File: src/rtl/inst_loader.sv
// Boot-time program loader: frames a UART byte stream into byte-swapped instruction words.
// Optional trailing XOR checksum is compiled in with `define LOADER_CHECKSUM_EN.
module inst_loader #(
    parameter int unsigned MEM_WORDS = 131072,
    parameter logic [31:0] BASE_ADDR = 32'h0,
    parameter logic [7:0]  SYNC_BYTE = 8'hA5
) (
    input  logic        clk,
    input  logic        rst_n,
    input  logic [7:0]  rx_data,
    input  logic        rx_valid,
    input  logic        start,
    output logic        we,
    output logic [31:0] waddr,
    output logic [31:0] wdata,
    output logic        busy,
    output logic        done,
    output logic        err,
    output logic        cpu_hold
);

    typedef enum logic [2:0] {
        S_IDLE,
        S_LEN,
        S_DATA,
        S_CSUM,
        S_DONE,
        S_ERR
    } state_t;

    state_t      state_q, state_d;
    logic [1:0]  cnt_q, cnt_d;
    logic [31:0] len_q, len_d;
    logic [31:0] index_q, index_d;
    logic [23:0] shift_q, shift_d;
    logic        we_q, we_d;
    logic [31:0] waddr_q, waddr_d;
    logic [31:0] wdata_q, wdata_d;
    logic [31:0] len_full;
`ifdef LOADER_CHECKSUM_EN
    logic [7:0]  csum_q, csum_d;
`endif

    always_ff @(posedge clk or negedge rst_n) begin
        if (!rst_n) begin
            state_q <= S_IDLE;
            cnt_q   <= '0;
            len_q   <= '0;
            index_q <= '0;
            shift_q <= '0;
            we_q    <= 1'b0;
            waddr_q <= '0;
            wdata_q <= '0;
`ifdef LOADER_CHECKSUM_EN
            csum_q  <= '0;
`endif
        end else begin
            state_q <= state_d;
            cnt_q   <= cnt_d;
            len_q   <= len_d;
            index_q <= index_d;
            shift_q <= shift_d;
            we_q    <= we_d;
            waddr_q <= waddr_d;
            wdata_q <= wdata_d;
`ifdef LOADER_CHECKSUM_EN
            csum_q  <= csum_d;
`endif
        end
    end

    always_comb begin
        state_d  = state_q;
        cnt_d    = cnt_q;
        len_d    = len_q;
        index_d  = index_q;
        shift_d  = shift_q;
        we_d     = 1'b0;
        waddr_d  = waddr_q;
        wdata_d  = wdata_q;
        // Length arrives little-endian, so each new byte shifts in from the top.
        len_full = {rx_data, len_q[31:8]};
`ifdef LOADER_CHECKSUM_EN
        csum_d   = csum_q;
`endif
        case (state_q)
            S_IDLE: begin
                if (rx_valid && rx_data == SYNC_BYTE) begin
                    state_d = S_LEN;
                    cnt_d   = '0;
                end
            end
            S_LEN: begin
                if (rx_valid) begin
                    len_d = len_full;
                    cnt_d = cnt_q + 2'd1;
                    if (cnt_q == 2'd3) begin
                        if (len_full > MEM_WORDS) begin
                            state_d = S_ERR;
                        end else if (len_full == 32'd0) begin
`ifdef LOADER_CHECKSUM_EN
                            state_d = S_CSUM;
`else
                            state_d = S_DONE;
`endif
                        end else begin
                            state_d = S_DATA;
                            index_d = '0;
                        end
                    end
                end
            end
            S_DATA: begin
                if (rx_valid) begin
                    shift_d = {shift_q[15:0], rx_data};
                    cnt_d   = cnt_q + 2'd1;
`ifdef LOADER_CHECKSUM_EN
                    csum_d  = csum_q ^ rx_data;
`endif
                    if (cnt_q == 2'd3) begin
                        // First byte of the group lands in the top lane (byte-swapped layout).
                        we_d    = 1'b1;
                        waddr_d = BASE_ADDR + (index_q << 2);
                        wdata_d = {shift_q, rx_data};
                        index_d = index_q + 32'd1;
                        if (index_d == len_q) begin
`ifdef LOADER_CHECKSUM_EN
                            state_d = S_CSUM;
`else
                            state_d = S_DONE;
`endif
                        end
                    end
                end
            end
`ifdef LOADER_CHECKSUM_EN
            S_CSUM: begin
                if (rx_valid) begin
                    state_d = (rx_data == csum_q) ? S_DONE : S_ERR;
                end
            end
`endif
            S_DONE, S_ERR: begin
                if (start) begin
                    state_d = S_IDLE;
                    index_d = '0;
                    cnt_d   = '0;
`ifdef LOADER_CHECKSUM_EN
                    csum_d  = '0;
`endif
                end
            end
            default: state_d = S_IDLE;
        endcase
    end

    assign we       = we_q;
    assign waddr    = waddr_q;
    assign wdata    = wdata_q;
    assign busy     = (state_q == S_LEN) || (state_q == S_DATA) || (state_q == S_CSUM);
    assign done     = (state_q == S_DONE);
    assign err      = (state_q == S_ERR);
    assign cpu_hold = (state_q != S_DONE);

endmodule

File: config.mk
export PLATFORM = sky130hd
export DESIGN_NAME = inst_loader
export DESIGN_NICKNAME = d
export VERILOG_FILES = /design/src/rtl/inst_loader.sv
export SDC_FILE = /design/constraint.sdc
export NUM_CORES = 1
export LEC_CHECK = 0
export CAP_MARGIN = 20
export CORE_ASPECT_RATIO = 1.25
export CORE_MARGIN = 1
export CORE_UTILIZATION = 30
export CTS_CLUSTER_DIAMETER = 100
export DETAILED_ROUTE_END_ITERATION = 8
export PLACE_DENSITY = 0.55
export SETUP_SLACK_MARGIN = 0.15
export SYNTH_ARGS = -nofsm -noshare
export SYNTH_HDL_FRONTEND = slang
export SYNTH_SLANG_ARGS = --single-unit
File: constraint.sdc
create_clock -name clk -period 2.91 [get_ports clk]
set_clock_uncertainty 0.1 [all_clocks]
set_input_delay 0.4365 -clock clk [delete_from_list [all_inputs] [get_ports clk]]
set_output_delay 0.4365 -clock clk [all_outputs]
set_load 0.02 [all_outputs]
======== Word-level counts from Yosys, hierarchy flattened ========
Index checks and enable logic that the tools add are counted.
storage, ports and cells
  word-level logic and storage cells ...... 70
  output and inout port bits .............. 69
  bits in registers ....................... 156
  input bits .............................. 12
operators by class
  eq/ne operators ......................... 19
  magnitude comparators ................... 1
  reductions and logical operators ........ 15
  add/subtract/negate cells ............... 2
  mux-type cells .......................... 25
operator list
  kind                                                                               number
  32-bit 2-to-1 mux                                                                  7
  32-bit case mux with 3 select lines                                                1
  32-bit by 1-bit adder with 32-bit output, second input constant                    1
  32-bit == test                                                                     1
  32-bit by 18-bit greater-than comparator with 1-bit output, second input constant  1
  32-bit zero test                                                                   1
  3-bit 2-to-1 mux                                                                   9
  2-bit != test, second input constant                                               9
  3-bit case mux with 4 select lines                                                 1
  8-bit == test, second input constant                                               1
  8-bit AND reduction                                                                1
  7-bit AND reduction                                                                1
  3-bit by 2-bit == test with 1-bit output, second input constant                    2
  3-bit == test, second input constant                                               2
  2-bit 2-to-1 mux                                                                   3
  2-bit case mux with 3 select lines                                                 1
  3-bit nonzero test                                                                 2
  2-bit AND reduction                                                                2
  4-bit AND reduction                                                                1
  2-bit OR reduction                                                                 2
  3-bit by 1-bit == test with 1-bit output, second input constant                    1
  3-bit zero test                                                                    1
  1-bit 2-to-1 mux                                                                   3
  3-bit != test, second input constant                                               1
  6 further kinds                                                                    7

======== Depth between registers and ports, before layout ========
Gate-level depths: netlist of run 1.
  depth in word-level cells ............... 6
  depth in mapped cells ................... 10
  depth with buffers taken out ............ 9

======== Worst setup path after synthesis of run 1 ========
No wires, ideal clock.
  path kind ............................... flip-flop to flip-flop
  from .................................... register index_q[3]
  to ...................................... register state_q[1]
  arrival time ............................ 2.342 ns
  library setup time ...................... 0.137 ns
  required time ........................... 2.673 ns
  path slack .............................. 0.331 ns
  cell stages (with the launch flop) ...... 10
  path buffers ............................ 1
  cell sequence ........................... dfrtp_1 > buf_6 > nand4_4 > nor4_4 > and4_1 > mux2i_1 > nand4_1 > or4_1 > nor3_2 > o32ai_1
on the way
  cells in the longest elaborated chain, start to end .. 4
ends and longest elaborated chain
  element                                   RTL line  RTL
  from (decl)                               34        logic [31:0] index_q, index_d;
  from (signal assigned)                    61        index_q <= index_d;
  32-bit by 1-bit adder with 32-bit output  125       index_d = index_q + 32'd1;
  32-bit == test                            126       if (index_d == len_q) begin
  2-bit != test (no source line)            --
  7-bit AND reduction (no source line)      --
  to (signal assigned)                      58        state_q <= state_d;
  to (decl)                                 31        state_t state_q, state_d;
Every way passes these cells.
A chain may end at the register's enable or synchronous reset.

======== Worst setup path in the final report of run 1 ========
  from .................................... register index_q[1]
  to ...................................... register state_q[1]
The elaborated chain is that of the path after synthesis.

==> results of run 1 <==
==> synth_stat cells, drive strengths merged (3+ instances only) <==
cell type,instances
nand2,218
dfrtp,156
mux2,57
nor2,39
a31oi,36
clkbuf,36
xnor2,31
o21ai,26
a21oi,23
buf,18
nor3,18
nand4,17
nand3,16
nor4,12
and3,11
inv,11
xor2,11
nand2b,7
and4,4
o21a,4
mux2i,3
nor2b,3
or2,3
or4,3
==> metrics by stage <==
step,util [%],cells,worst slack [ps]
6_report,39.7,1274,216
5_1_grt,39.7,1274,93.8
4_1_cts,39.1,1263,167
3_5_place_dp,36.6,1230,-293
3_3_place_gp,36.6,1230,-269
2_1_floorplan,-,804,331
==> routing by layer <==
metal | vias up | part of all wire, % | track usage [%]
met5 | - | 0 | 0
met4 | 0 | 2.1 | 5.36
met3 | 31 | 4.4 | 3.67
met2 | 155 | 49 | 26.5
met1 | 3057 | 45 | 20.5
li1 | 3013 | - | -
==> cell type report <==
class / count / share of cell area, %
Timing Repair Buffer: 157 / 14.6
Multi-Input combinational cell: 583 / 35.6
Clock inverter: 13 / 1.54
Tap cell: 335 / 4.20
Inverter: 11 / 0.414
Sequential cell: 156 / 39.2
Clock buffer: 19 / 4.44
==> state kept, by name, indices dropped and copies added, names as in the netlist <==
name     cells
cnt_q        2
waddr       30
shift_q     24
state_q      3
wdata       32
len_q       32
we           1
index_q     32
==> final timing paths <==
check                           depth (start not counted)          end  slack (ps)
worst min-delay path                                    2    wdata[29]         370
max in group asynchronous                               3  index_q[28]        1530
worst max-delay path                                   10   state_q[1]         220
worst max register to register                         10   state_q[1]         220
worst min register to register                          2    wdata[29]         370
min in group asynchronous                               2     waddr[4]         460
==> worst register-to-register path: stages (launching register included) <==
cell      delay (ps)
dfrtp_1          410
ha_1             210
nand2_2          110
or3_1            350
buf_4            170
nor3_1           170
a211o_1          130
o211ai_1         100
or4_1            530
nor3_4           170
o32ai_1          110
==> logic make-up after synthesis <==
| group | after synthesis | synth area share (%) |
|---|---|---|
| flops | 156 | 50.9 |
| compound gates | 116 | 9.57 |
| fa+ha+maj | 2 | 0.327 |
| simple gates | 361 | 21.8 |
| other cells | 1 | 0.0489 |
| buf+inv | 65 | 3.69 |
| mux | 60 | 8.77 |
| xor+xnor | 42 | 4.80 |
==> power groups by stage <==
stage | Clock (W) | Sequential, W | Combinational [W]
detailed placement | 0 | 0.00277 | 0.00156
finish | 0.00227 | 0.00274 | 0.00161
global route | 0.00240 | 0.00277 | 0.00176
CTS | 0.00231 | 0.00273 | 0.00157
floorplan | 0 | 0.00265 | 0.00107
global placement | 0 | 0.00277 | 0.00154
==> repair_timing <==
action | in CTS | in global routing
hold buffers | 1 | 0
endpoints found under the setup margin | 1 | 34
endpoints found under the hold margin | 59 | 0
buffers inserted | 0 | 10
gates resized for setup | 1 | 17
cloned | 0 | 1
pin swaps | 0 | 2
==> cell usage in the layout (no fill, tap or decap), drive strengths merged, types with 17 or more instances in the layout <==
master / Yosys / layout
xnor2: 31 / 31
nor3: 18 / 18
nand2: 218 / 218
a21oi: 23 / 23
nor2: 39 / 39
mux2: 57 / 57
nand4: 17 / 17
buf: 18 / 78
inv: 11 / 17
dfrtp: 156 / 156
clkbuf: 36 / 20
clkdlybuf4s50: 0 / 77
a31oi: 36 / 36
o21ai: 26 / 26
==> impl_metrics.yaml, run 1 <==
outcome:
  outcome: "completed"
sta:
  tightest_slew_ps: 613
  fin_crit_sh_pct: 92.6
  hold_viol_final: 0
  timing.final.crit_period_ps: 2690
  rsz0062_at_grt: "yes"
  max_freq_ghz: 0.371
  slew_viol_final: 0
  slew-limit-headroom_pct: 59.1
  setup_tns_ps: 0
  setup_viol: 0
  hold_slack_ps: 369
power:
  leakagePower_nw: 4.47
  total_power_w: 0.00662
  seqPwrFrac_pct: 41.4
  netSwitchingPower_w: 0.00205
  p_sw_share_pct: 31.0
  pwr_density_cell_mw_per_mm2: 663
  p_int_w: 0.00457
  clockPowerShare_pct: 34.2
  power_frac_comb_pct: 24.4
  vdd_drop_max_uv: 413
clock_tree:
  cts_max_level: 4
  clk_path_buf_depth: 2
  clk_pin_slew_worst_paths_ps: 70
  clock_sinks: 156
  clk_latency_ps: 430
  cts_tree: "built"
  root_buffer: "clkbuf_16"
  cts_buffers: 17
finish:
  syn_to_final_growth_pct: 30.3
  nets: 940
  drive_above_1_share_pct: 21.3
  multi_input_area_mm2: 0.00355
  insertedDiodeCount: 0
  register_area_mm2: 0.00391
  fillers: 2526
  design_area_mm2: 0.00998
logic_synthesis:
  synth.area.top_cells: "dfrtp_1, nand2_1, mux2_2"
  async_flop_share_pct: 100
  ys.flop_type: "dfrtp_1"
  synth-edff-count: 0
  yosysSeqAreaShare_pct: 50.9
  synth_area_mm2: 0.00766
  ys_seq_elements: 156
  yosysTopAreaCell: "dfrtp_1"
  yosysUniqueCellTypes: 64
  yosysWarnings: 0
  syn_avg_cell_area_um2: 9.54
  yosysTopAreaCellShare_pct: 50.9
  syn_inst: 803
global_routing:
  antenna_found_initial: 0
  globalRouteOverflowTotal: 0
  grt_pass1_vias: 6141
  track_usage_pct: 16.0
  grt_max_degree: 88
  grt_pass1_wl_um: 33300
place:
  dp_hpwl_um: 14100
  io_buffers: 78
  routabilityCongestion: 0.864
  dpl_cell_area_mm2: 0.00921
setup_path:
  critPathKind: "register to register"
  cp-start-kind: "register"
  worstReg2RegStart: "index_q[1]"
  startpoint: "index_q[1]"
  crit_path_cell_trace: "ha_1 > nand2_2 > or3_1 > buf_4 > nor3_1 > a211o_1 > o211ai_1 > or4_1 > nor3_4 > o32ai_1"
  critPathTopFamily: "simple AND/OR/NAND/NOR gates"
  endpoint_kind: "register"
  arrival_ps: 2900
  worstPathRequired_ps: 3110
  crit_slowest_cell: "or4_1"
  slowest_delay_ps: 530
  path_buf_inv: 1
  path_max_fanout: 5
floorplanning:
  die_x_um: 145
  dieArea_mm2: 0.0262
  coreArea_mm2: 0.0251
  rows: 65
  die_h_um: 181
  initial_core_util_pct: 30.5
  num_io_pins: 81
job:
  maxCapViolations: 0
detailed_routing:
  drt_iter0_markers: 409
  drtAntennaViolNets: 0
  detail_route.first_pass.iterations: 5
  viasPerCell: 4.91
  wire_per_inst_um: 16.1
  vias: 6256
  wl_um: 20500
  drc_errors: 0
min_path:
  hold_path_startpoint: "shift_q[21]"
  holdCritPathClass: "register to register"
Note: power is estimated with default switching activity, not from simulation.
==> inputs of run 2 (changes only) <==
CTS_CLUSTER_DIAMETER = unset   (was 100)
GPL_ROUTABILITY_DRIVEN = 1   (was unset)
==> results of run 2 <==
Same layout as run 1: the final DEF is identical, and so are final timing and power.
==> inputs of run 3 (changes only) <==
clock period = 2.9 ns   (was 2.91 ns; I/O delays follow)
==> run 3 against run 2 <==
Non-clock buffer count decreased by 3. Global-route usage up 0.42 points. Register-to-register slack is essentially flat. Setup slack improved by 9.4 ps. Sequential share of layout area down 0.54 points. Worst hold slack worse by 350 ps. Final area increased by 1.6%. Count of clock-buffer cells in the layout is 1 higher. Critical path depth is 1 lower. Combinational power increased by 2%.
==> impl_metrics.yaml, run 3 (synthesis results as in run 1) <==
setup_path:
  worstPathRequired_ps: 3100
  worstReg2RegStart: "index_q[13]"
  path_max_fanout: 6
  startpoint: "index_q[13]"
  arrival_ps: 2880
  endpoint_kind: "register"
  critPathKind: "register to register"
  cp-start-kind: "register"
  regToRegSetupSlack_ps: 220
global_routing:
  track_usage_pct: 16.4
  grt_pass1_wl_um: 34100
  grt_pass1_vias: 6242
  antenna_found_initial: 0
  grt_max_degree: 157
  globalRouteOverflowTotal: 0
finish:
  register_area_mm2: 0.00392
  syn_to_final_growth_pct: 32.3
  insertedDiodeCount: 0
  fillers: 2449
  drive_above_1_share_pct: 23.5
  design_area_mm2: 0.0101
  nets: 937
  mostFrequentLayoutCell: "nand2_1"
  multi_input_area_mm2: 0.00370
  final_cell_mix: "nand2_1, dfrtp_1, clkdlybuf4s50_1"
detailed_routing:
  drt_iter0_markers: 359
  wire_per_inst_um: 16.6
  drtAntennaViolNets: 0
  wl_um: 21100
  vias: 6286
  detail_route.first_pass.iterations: 6
  viasPerCell: 4.95
  drc_errors: 0
clock_tree:
  clk_path_buf_depth: 2
  cts_buffers: 17
  clk_pin_slew_worst_paths_ps: 70
  root_buffer: "clkbuf_16"
  cts_tree: "built"
  clk_latency_ps: 430
  cts_max_level: 4
  holdBufCountCts: 0
  clock_sinks: 156
sta:
  timing.final.crit_period_ps: 2680
  rsz0062_at_grt: "yes"
  fin_crit_sh_pct: 92.2
  max_freq_ghz: 0.374
  hold_viol_final: 0
  tightest_slew_ps: 913
  setup_viol: 0
  hold_slack_ps: 16.4
  slew-limit-headroom_pct: 39.1
  slew_viol_final: 0
floorplanning:
  num_io_pins: 81
  dieArea_mm2: 0.0262
  coreArea_mm2: 0.0251
  rows: 65
  die_x_um: 145
  die_h_um: 181
  initial_core_util_pct: 30.5
place:
  routabilityCongestion: 0.832
  dpl_cell_area_mm2: 0.00917
  io_buffers: 78
  dp_hpwl_um: 13800
power:
  vdd_drop_max_uv: 397
  pwr_density_cell_mw_per_mm2: 677
  leakagePower_nw: 4.54
min_path:
  holdCritPathClass: "input port to async pin"
job:
  maxCapViolations: 0
outcome:
  outcome: "completed"
-- run 3: changes by cell type in the layout (fill, tap and decap cells not counted), sizes merged --
cell	delta
inv	-2
dlygate4sd3	-1
buf	-2
bufinv	+2
clkinvlp	-2
clkbuf	+1
-- run 3: layer usage --
| metal | part of all wire (%) | vias up | track usage, % | wire (um) |
|---|---|---|---|---|
| met4 | 1.2 | 0 | 4.77 | 260 |
| met3 | 4.6 | 21 | 3.95 | 962 |
| met5 | 0 | - | 0 | 0 |
| li1 | - | 3019 | - | - |
| met2 | 50 | 139 | 27.3 | 10600 |
| met1 | 44 | 3107 | 21.1 | 9270 |
-- run 3: repair_timing --
action | 4_1_cts | 5_1_grt
hold endpoints to repair | 0 | 0
resized for setup | 2 | 49
buffers inserted | 0 | 10
cloned | 0 | 2
setup endpoints to repair | 2 | 34
pin swaps | 0 | 14
-- run 3: final timing paths --
path | to | cells after the start
max | state_q[1] | 9
min | waddr[4] | 2
max reg2reg | state_q[1] | 9
min reg2reg | wdata[26] | 2
max in group asynchronous | shift_q[1] | 2
min in group clk | wdata[26] | 2
-- run 3: power breakdown --
| part | internal [W] | total (W) | switching (W) |
|---|---|---|---|
| sequential | 0.00243 | 0.00275 | 0.000321 |
| clock | 0.00152 | 0.00246 | 0.000944 |
| combinational | 0.000851 | 0.00165 | 0.000801 |
-- run 3: per-stage QoR --
stage	total power, W	setup slack (ps)	utilization (%)	setup TNS (ps)	instances
after floorplan	0.00373	321	-	0	804
after global placement	0.00432	-217	36.5	-581	1227
after detailed placement	0.00435	-251	36.5	-572	1227
after CTS	0.00683	152	39.1	0	1258
after global routing	0.00719	96.0	40.3	0	1270
final	0.00687	225	40.3	0	1270
-- run 3: final cells by class --
type	instances	share of cell area (%)
clock buffers	20	4.60
clock inverters	11	1.76
inverters	11	0.407
multi-input cells	583	36.5
flip-flops and latches	156	38.6
well taps	335	4.13
repair buffers	154	14.0
-- run 3: worst max-delay path, stage by stage, from the launching register on --
cell and delay (ps):
dfrtp_2 450, nand3_4 110, nor4_4 300, buf_6 160
and4_4 220, mux2i_1 200, nand4_1 140, or4_4 550
nor3_4 220, o32ai_2 110
